[src/rtl/spi_slave_responder.sv]
// rtl/spi_slave_responder.sv - SPI mode-0 slave on the system clock with a one-entry reply holding register
// Oversamples SCLK/MOSI/SS_n, shifts MSB-first both ways, pulses rx_valid per received word.
module spi_slave_responder #(
  parameter int DATA_WIDTH  = 8,
  parameter int SYNC_STAGES = 2
) (
  input  logic                  clk_clk,
  input  logic                  reset_reset,
  input  logic                  spi_SCLK,
  input  logic                  spi_MOSI,
  input  logic                  spi_SS_n,
  output logic                  spi_MISO,
  input  logic [DATA_WIDTH-1:0] tx_data,
  input  logic                  tx_valid,
  output logic                  tx_ready,
  output logic [DATA_WIDTH-1:0] rx_data,
  output logic                  rx_valid,
  output logic                  tx_underrun,
  output logic                  busy
);

  localparam int CW = $clog2(DATA_WIDTH);
  localparam logic [CW-1:0] LAST_BIT = CW'(DATA_WIDTH - 1);

  typedef enum logic {
    ST_IDLE   = 1'b0,
    ST_ACTIVE = 1'b1
  } state_t;

  logic [SYNC_STAGES-1:0] sclk_sync_q;
  logic [SYNC_STAGES-1:0] ss_sync_q;
  logic [SYNC_STAGES-1:0] mosi_sync_q;
  logic                   sclk_dly_q;
  logic                   ss_dly_q;

  state_t                 state_q, state_d;
  logic [CW-1:0]          bit_cnt_q, bit_cnt_d;
  logic [DATA_WIDTH-1:0]  rxsh_q, rxsh_d;
  logic [DATA_WIDTH-1:0]  txsh_q, txsh_d;
  logic [DATA_WIDTH-1:0]  rx_data_q, rx_data_d;
  logic [DATA_WIDTH-1:0]  hold_q, hold_d;
  logic                   hold_full_q, hold_full_d;
  logic                   rx_done_q, rx_done_d;
  logic                   rx_valid_q, rx_valid_d;
  logic                   underrun_q, underrun_d;
  logic                   miso_q, miso_d;

  logic sclk_s, ss_s, mosi_s;
  logic sclk_rise, sclk_fall, ss_fall, ss_rise;
  logic sclk_en, load;

  // Oldest sample sits in the MSB of each chain.
  always_ff @(posedge clk_clk or posedge reset_reset) begin
    if (reset_reset) begin
      sclk_sync_q <= '0;
      ss_sync_q   <= '1;
      mosi_sync_q <= '0;
      sclk_dly_q  <= 1'b0;
      ss_dly_q    <= 1'b1;
    end else begin
      sclk_sync_q <= {sclk_sync_q[SYNC_STAGES-2:0], spi_SCLK};
      ss_sync_q   <= {ss_sync_q[SYNC_STAGES-2:0], spi_SS_n};
      mosi_sync_q <= {mosi_sync_q[SYNC_STAGES-2:0], spi_MOSI};
      sclk_dly_q  <= sclk_s;
      ss_dly_q    <= ss_s;
    end
  end

  assign sclk_s    = sclk_sync_q[SYNC_STAGES-1];
  assign ss_s      = ss_sync_q[SYNC_STAGES-1];
  assign mosi_s    = mosi_sync_q[SYNC_STAGES-1];
  assign sclk_rise = sclk_s & ~sclk_dly_q;
  assign sclk_fall = ~sclk_s & sclk_dly_q;
  assign ss_fall   = ~ss_s & ss_dly_q;
  assign ss_rise   = ss_s & ~ss_dly_q;

  always_ff @(posedge clk_clk or posedge reset_reset) begin
    if (reset_reset) begin
      state_q     <= ST_IDLE;
      bit_cnt_q   <= '0;
      rxsh_q      <= '0;
      txsh_q      <= '0;
      rx_data_q   <= '0;
      hold_q      <= '0;
      hold_full_q <= 1'b0;
      rx_done_q   <= 1'b0;
      rx_valid_q  <= 1'b0;
      underrun_q  <= 1'b0;
      miso_q      <= 1'b0;
    end else begin
      state_q     <= state_d;
      bit_cnt_q   <= bit_cnt_d;
      rxsh_q      <= rxsh_d;
      txsh_q      <= txsh_d;
      rx_data_q   <= rx_data_d;
      hold_q      <= hold_d;
      hold_full_q <= hold_full_d;
      rx_done_q   <= rx_done_d;
      rx_valid_q  <= rx_valid_d;
      underrun_q  <= underrun_d;
      miso_q      <= miso_d;
    end
  end

  always_comb begin
    state_d     = state_q;
    bit_cnt_d   = bit_cnt_q;
    rxsh_d      = rxsh_q;
    txsh_d      = txsh_q;
    rx_data_d   = rx_data_q;
    hold_d      = hold_q;
    hold_full_d = hold_full_q;
    rx_done_d   = 1'b0;
    load        = 1'b0;
    // An SS_n edge in the same cycle as an SCLK edge takes priority.
    sclk_en     = (state_q == ST_ACTIVE) & ~ss_fall & ~ss_rise;

    if (ss_fall) begin
      state_d   = ST_ACTIVE;
      bit_cnt_d = '0;
      load      = 1'b1;
    end else if (ss_rise) begin
      state_d   = ST_IDLE;
      bit_cnt_d = '0;
    end else if (sclk_en && sclk_rise) begin
      rxsh_d = {rxsh_q[DATA_WIDTH-2:0], mosi_s};
      if (bit_cnt_q == LAST_BIT) begin
        bit_cnt_d = '0;
        rx_data_d = rxsh_d;
        rx_done_d = 1'b1;
      end else begin
        bit_cnt_d = bit_cnt_q + 1'b1;
      end
    end else if (sclk_en && sclk_fall) begin
      if (bit_cnt_q == '0) begin
        load = 1'b1;
      end else begin
        txsh_d = {txsh_q[DATA_WIDTH-2:0], 1'b0};
      end
    end

    // A load sees the register as it was before this cycle's write.
    if (load) begin
      txsh_d      = hold_full_q ? hold_q : '0;
      hold_full_d = 1'b0;
    end
    if (tx_valid && !hold_full_q) begin
      hold_d      = tx_data;
      hold_full_d = 1'b1;
    end

    underrun_d = load & ~hold_full_q;
    rx_valid_d = rx_done_q;
    miso_d     = (state_q == ST_ACTIVE) ? txsh_q[DATA_WIDTH-1] : 1'b0;
  end

  assign spi_MISO    = miso_q;
  assign tx_ready    = ~hold_full_q;
  assign rx_data     = rx_data_q;
  assign rx_valid    = rx_valid_q;
  assign tx_underrun = underrun_q;
  assign busy        = (state_q == ST_ACTIVE);

endmodule
[config.mk]
export PLATFORM = sky130hd
export DESIGN_NAME = spi_slave_responder
export DESIGN_NICKNAME = d
export VERILOG_FILES = /design/src/rtl/spi_slave_responder.sv
export SDC_FILE = /design/constraint.sdc
export NUM_CORES = 1
export LEC_CHECK = 0
export ABC_AREA = 1
export CORE_MARGIN = 3
export CORE_UTILIZATION = 35
export CTS_CLUSTER_SIZE = 40
export DETAILED_ROUTE_END_ITERATION = 6
export SLEW_MARGIN = 0
export SYNTH_ARGS = -nofsm -noshare
export SYNTH_HDL_FRONTEND = slang
export SYNTH_SLANG_ARGS = --single-unit
export TNS_END_PERCENT = 30
[constraint.sdc]
create_clock -name clk_clk -period 5.35 [get_ports clk_clk]
set_clock_uncertainty 0.1 [all_clocks]
set_input_delay 0.535 -clock clk_clk [delete_from_list [all_inputs] [get_ports clk_clk]]
set_output_delay 0.535 -clock clk_clk [all_outputs]
set_load 0.05 [all_outputs]
==> metrics.cfg <==
[run_status]
status=finished clean

[setup_path]
cp-end-kind=primary output
cp.arrival_ps=1720
path_class=reg -> out
cp.required_ps=4720
start_kind=flop
cp_max_fo=10

[finish]
drive_gt1_share_pct=15.09
syn2layout_area_growth_pct=21.44
fillers=491
nNetsFinal=230
antenna_cells=0

[floorplanning]
die_w_um=80.51
initial_core_util_pct=37.10
core_um2=5238
die_h_um=80.51
dieArea_um2=6482
core.rowCount=26
io_pins=27

[logic_synthesis]
synth_ff_type=dfrtp_1
synth_nets=200
synthTopCellsByArea=dfrtp_1 58%, nand2_1 8.3%, nand3_1 4.6%
synth_area_per_cell_um2=10.74
synth_most_common_cell=dfrtp_1
ys_warn_count=0
synth_area_um2=1943
yosys.area.top_type=dfrtp_1
netlist_instances=181
yosysSeqAreaShare_pct=62.01
yosys.area.top_type_share_pct=57.95
async_reset_ff_share_pct=100.0
synth_edf_count=0
ys_seq_elements=48
synthDistinctLibCells=20
synthTopCellsByCount=45 x dfrtp_1, 43 x nand2_1, 21 x inv_1

[sta]
maxSlewViolCount=0
setup_tns_ps=0
min_period_ps=2353
period_share_pct=43.99
worst_pin_slew_ps=962.4
report.final.hold_viol_count=0
max-slew-margin-rel_pct=35.75
max_clock_freq_mhz=424.9
setup_viol=0
rsz0062_at_grt=no
whs_ps=252.6

[placed_design]
gp_congestion=0.7305
place_hpwl_um=2082
io_buffers=26

[clocking]
path_clk_slew_ps=80
cts_hold_buf=0
cts_tree=done
cts_resized=0
clockRootBuffer=clkbuf_8
post_cts_buffers=0
clock_sinks=48
clockBufferDepth=2
h-tree-depth=2
cts_buffers=5
clk_latency_ps=290

[drt]
drt-wirelength-per-cell_um=10.54
wl_um=2973
ant_nets=0
drc=0
viasPerCell=4.376
drt_first_iter_violations=78
vias=1234
firstDrtPassIters=4

[grt]
grt_util_met2_pct=15.81
grt_max_degree=49
gr-usage-met1_pct=14.47
antenna_found_initial=0
grt_pass1_wl_um=5340
grt_use_met3_pct=4.148
overflow=0
globalRouteTotalUtil_pct=10.81
grt.busiest_layer=met2
grt_pass1_vias=1227

[power]
vdd_drop_max_mv=0.1749
powerDensity_nw_per_um2=353.2
p_total_mw=0.8334
power.leakage_nw=1.110

[job]
maxCapViolCount=0

[worst_hold_path]
hold_path.class=reg -> reg

==> final timing paths <==
| check | startpoint | endpoint | slack, ps | depth (start not counted) |
|---|---|---|---|---|
| worst max-delay path | hold_full_q$_DFFE_PP0P_ | tx_ready | 3000 | 2 |
| worst min-delay path | rx_done_q$_DFF_PP0_ | rx_valid$_DFF_PP0_ | 250 | 0 |
| worst max register to register | ss_sync_q[1]$_DFF_PP1_ | rxsh_q[0]$_DFFE_PP0P_ | 3340 | 8 |
| worst min register to register | rx_done_q$_DFF_PP0_ | rx_valid$_DFF_PP0_ | 250 | 0 |
| max in group asynchronous | reset_reset | hold_q[6]$_DFFE_PP0P_ | 3870 | 2 |
| min in group asynchronous | reset_reset | sclk_sync_q[0]$_DFF_PP0_ | 680 | 2 |
==> layer usage <==
metal	vias up	routed length (um)
met1	571	1487
li1	642	-
met2	19	1355
met4	0	23
met5	-	0
met3	2	107
==> logic make-up after synthesis <==
group | synth area share, %
DFF | 62.01
adders and majority gates | 3.220
muxes | 4.636
AOI/OAI and AO/OA | 6.246
and+or+nand+nor | 18.54
buffers and inverters | 5.345
==> cell usage in the layout, fill, tap and decap left out, drive strengths merged <==
master	netlist	final
dfrtp	45	45
nand3	19	19
clkbuf	0	8
a21oi	1	1
nand4	3	3
o21ai	18	18
nand2	46	46
dfstp	3	3
mux2	8	8
nor2	7	7
inv	22	22
nand3b	1	1
ha	5	5
clkdlybuf4s50	0	26
==> cell type report <==
| cell class | instances | area (um^2) | area share (%) |
|---|---|---|---|
| Inverter | 22 | 82.58 | 3.499 |
| Timing Repair Buffer | 26 | 260.3 | 11.03 |
| Tap cell | 70 | 87.58 | 3.712 |
| Clock buffer | 8 | 90.09 | 3.818 |
| Sequential cell | 48 | 1205 | 51.06 |
| Multi-Input combinational cell | 108 | 634.4 | 26.88 |
==> metrics by stage <==
stage,std cells,instance area (um^2),util [%],setup WS [ps]
after global placement,274,2270,43.33,3325
after global routing,282,2360,45.05,2919
final,282,2360,45.05,2997
after floorplan,181,1943,-,3501
after CTS,282,2360,45.05,2979
after detailed placement,274,2270,43.33,3306
==> registers in the layout (all words and copies together) (netlist names), 2 cells and up <==
signal / cells
bit_cnt_q: 3
rxsh_q: 7
rx_data: 8
hold_q: 8
txsh_q: 8
ss_sync_q: 2
sclk_sync_q: 2
mosi_sync_q: 2
==> report_power, final <==
| part | switching (mW) | internal (mW) |
|---|---|---|
| sequential | 0.0395 | 0.428 |
| clock | 0.109 | 0.105 |
| combinational | 0.0838 | 0.0679 |
==> critical path: stages, from the launching register on <==
cell	delay, ps
dfrtp_1	490
inv_1	130
clkdlybuf4s50_1	810
(Power assumes the default switching activity.)
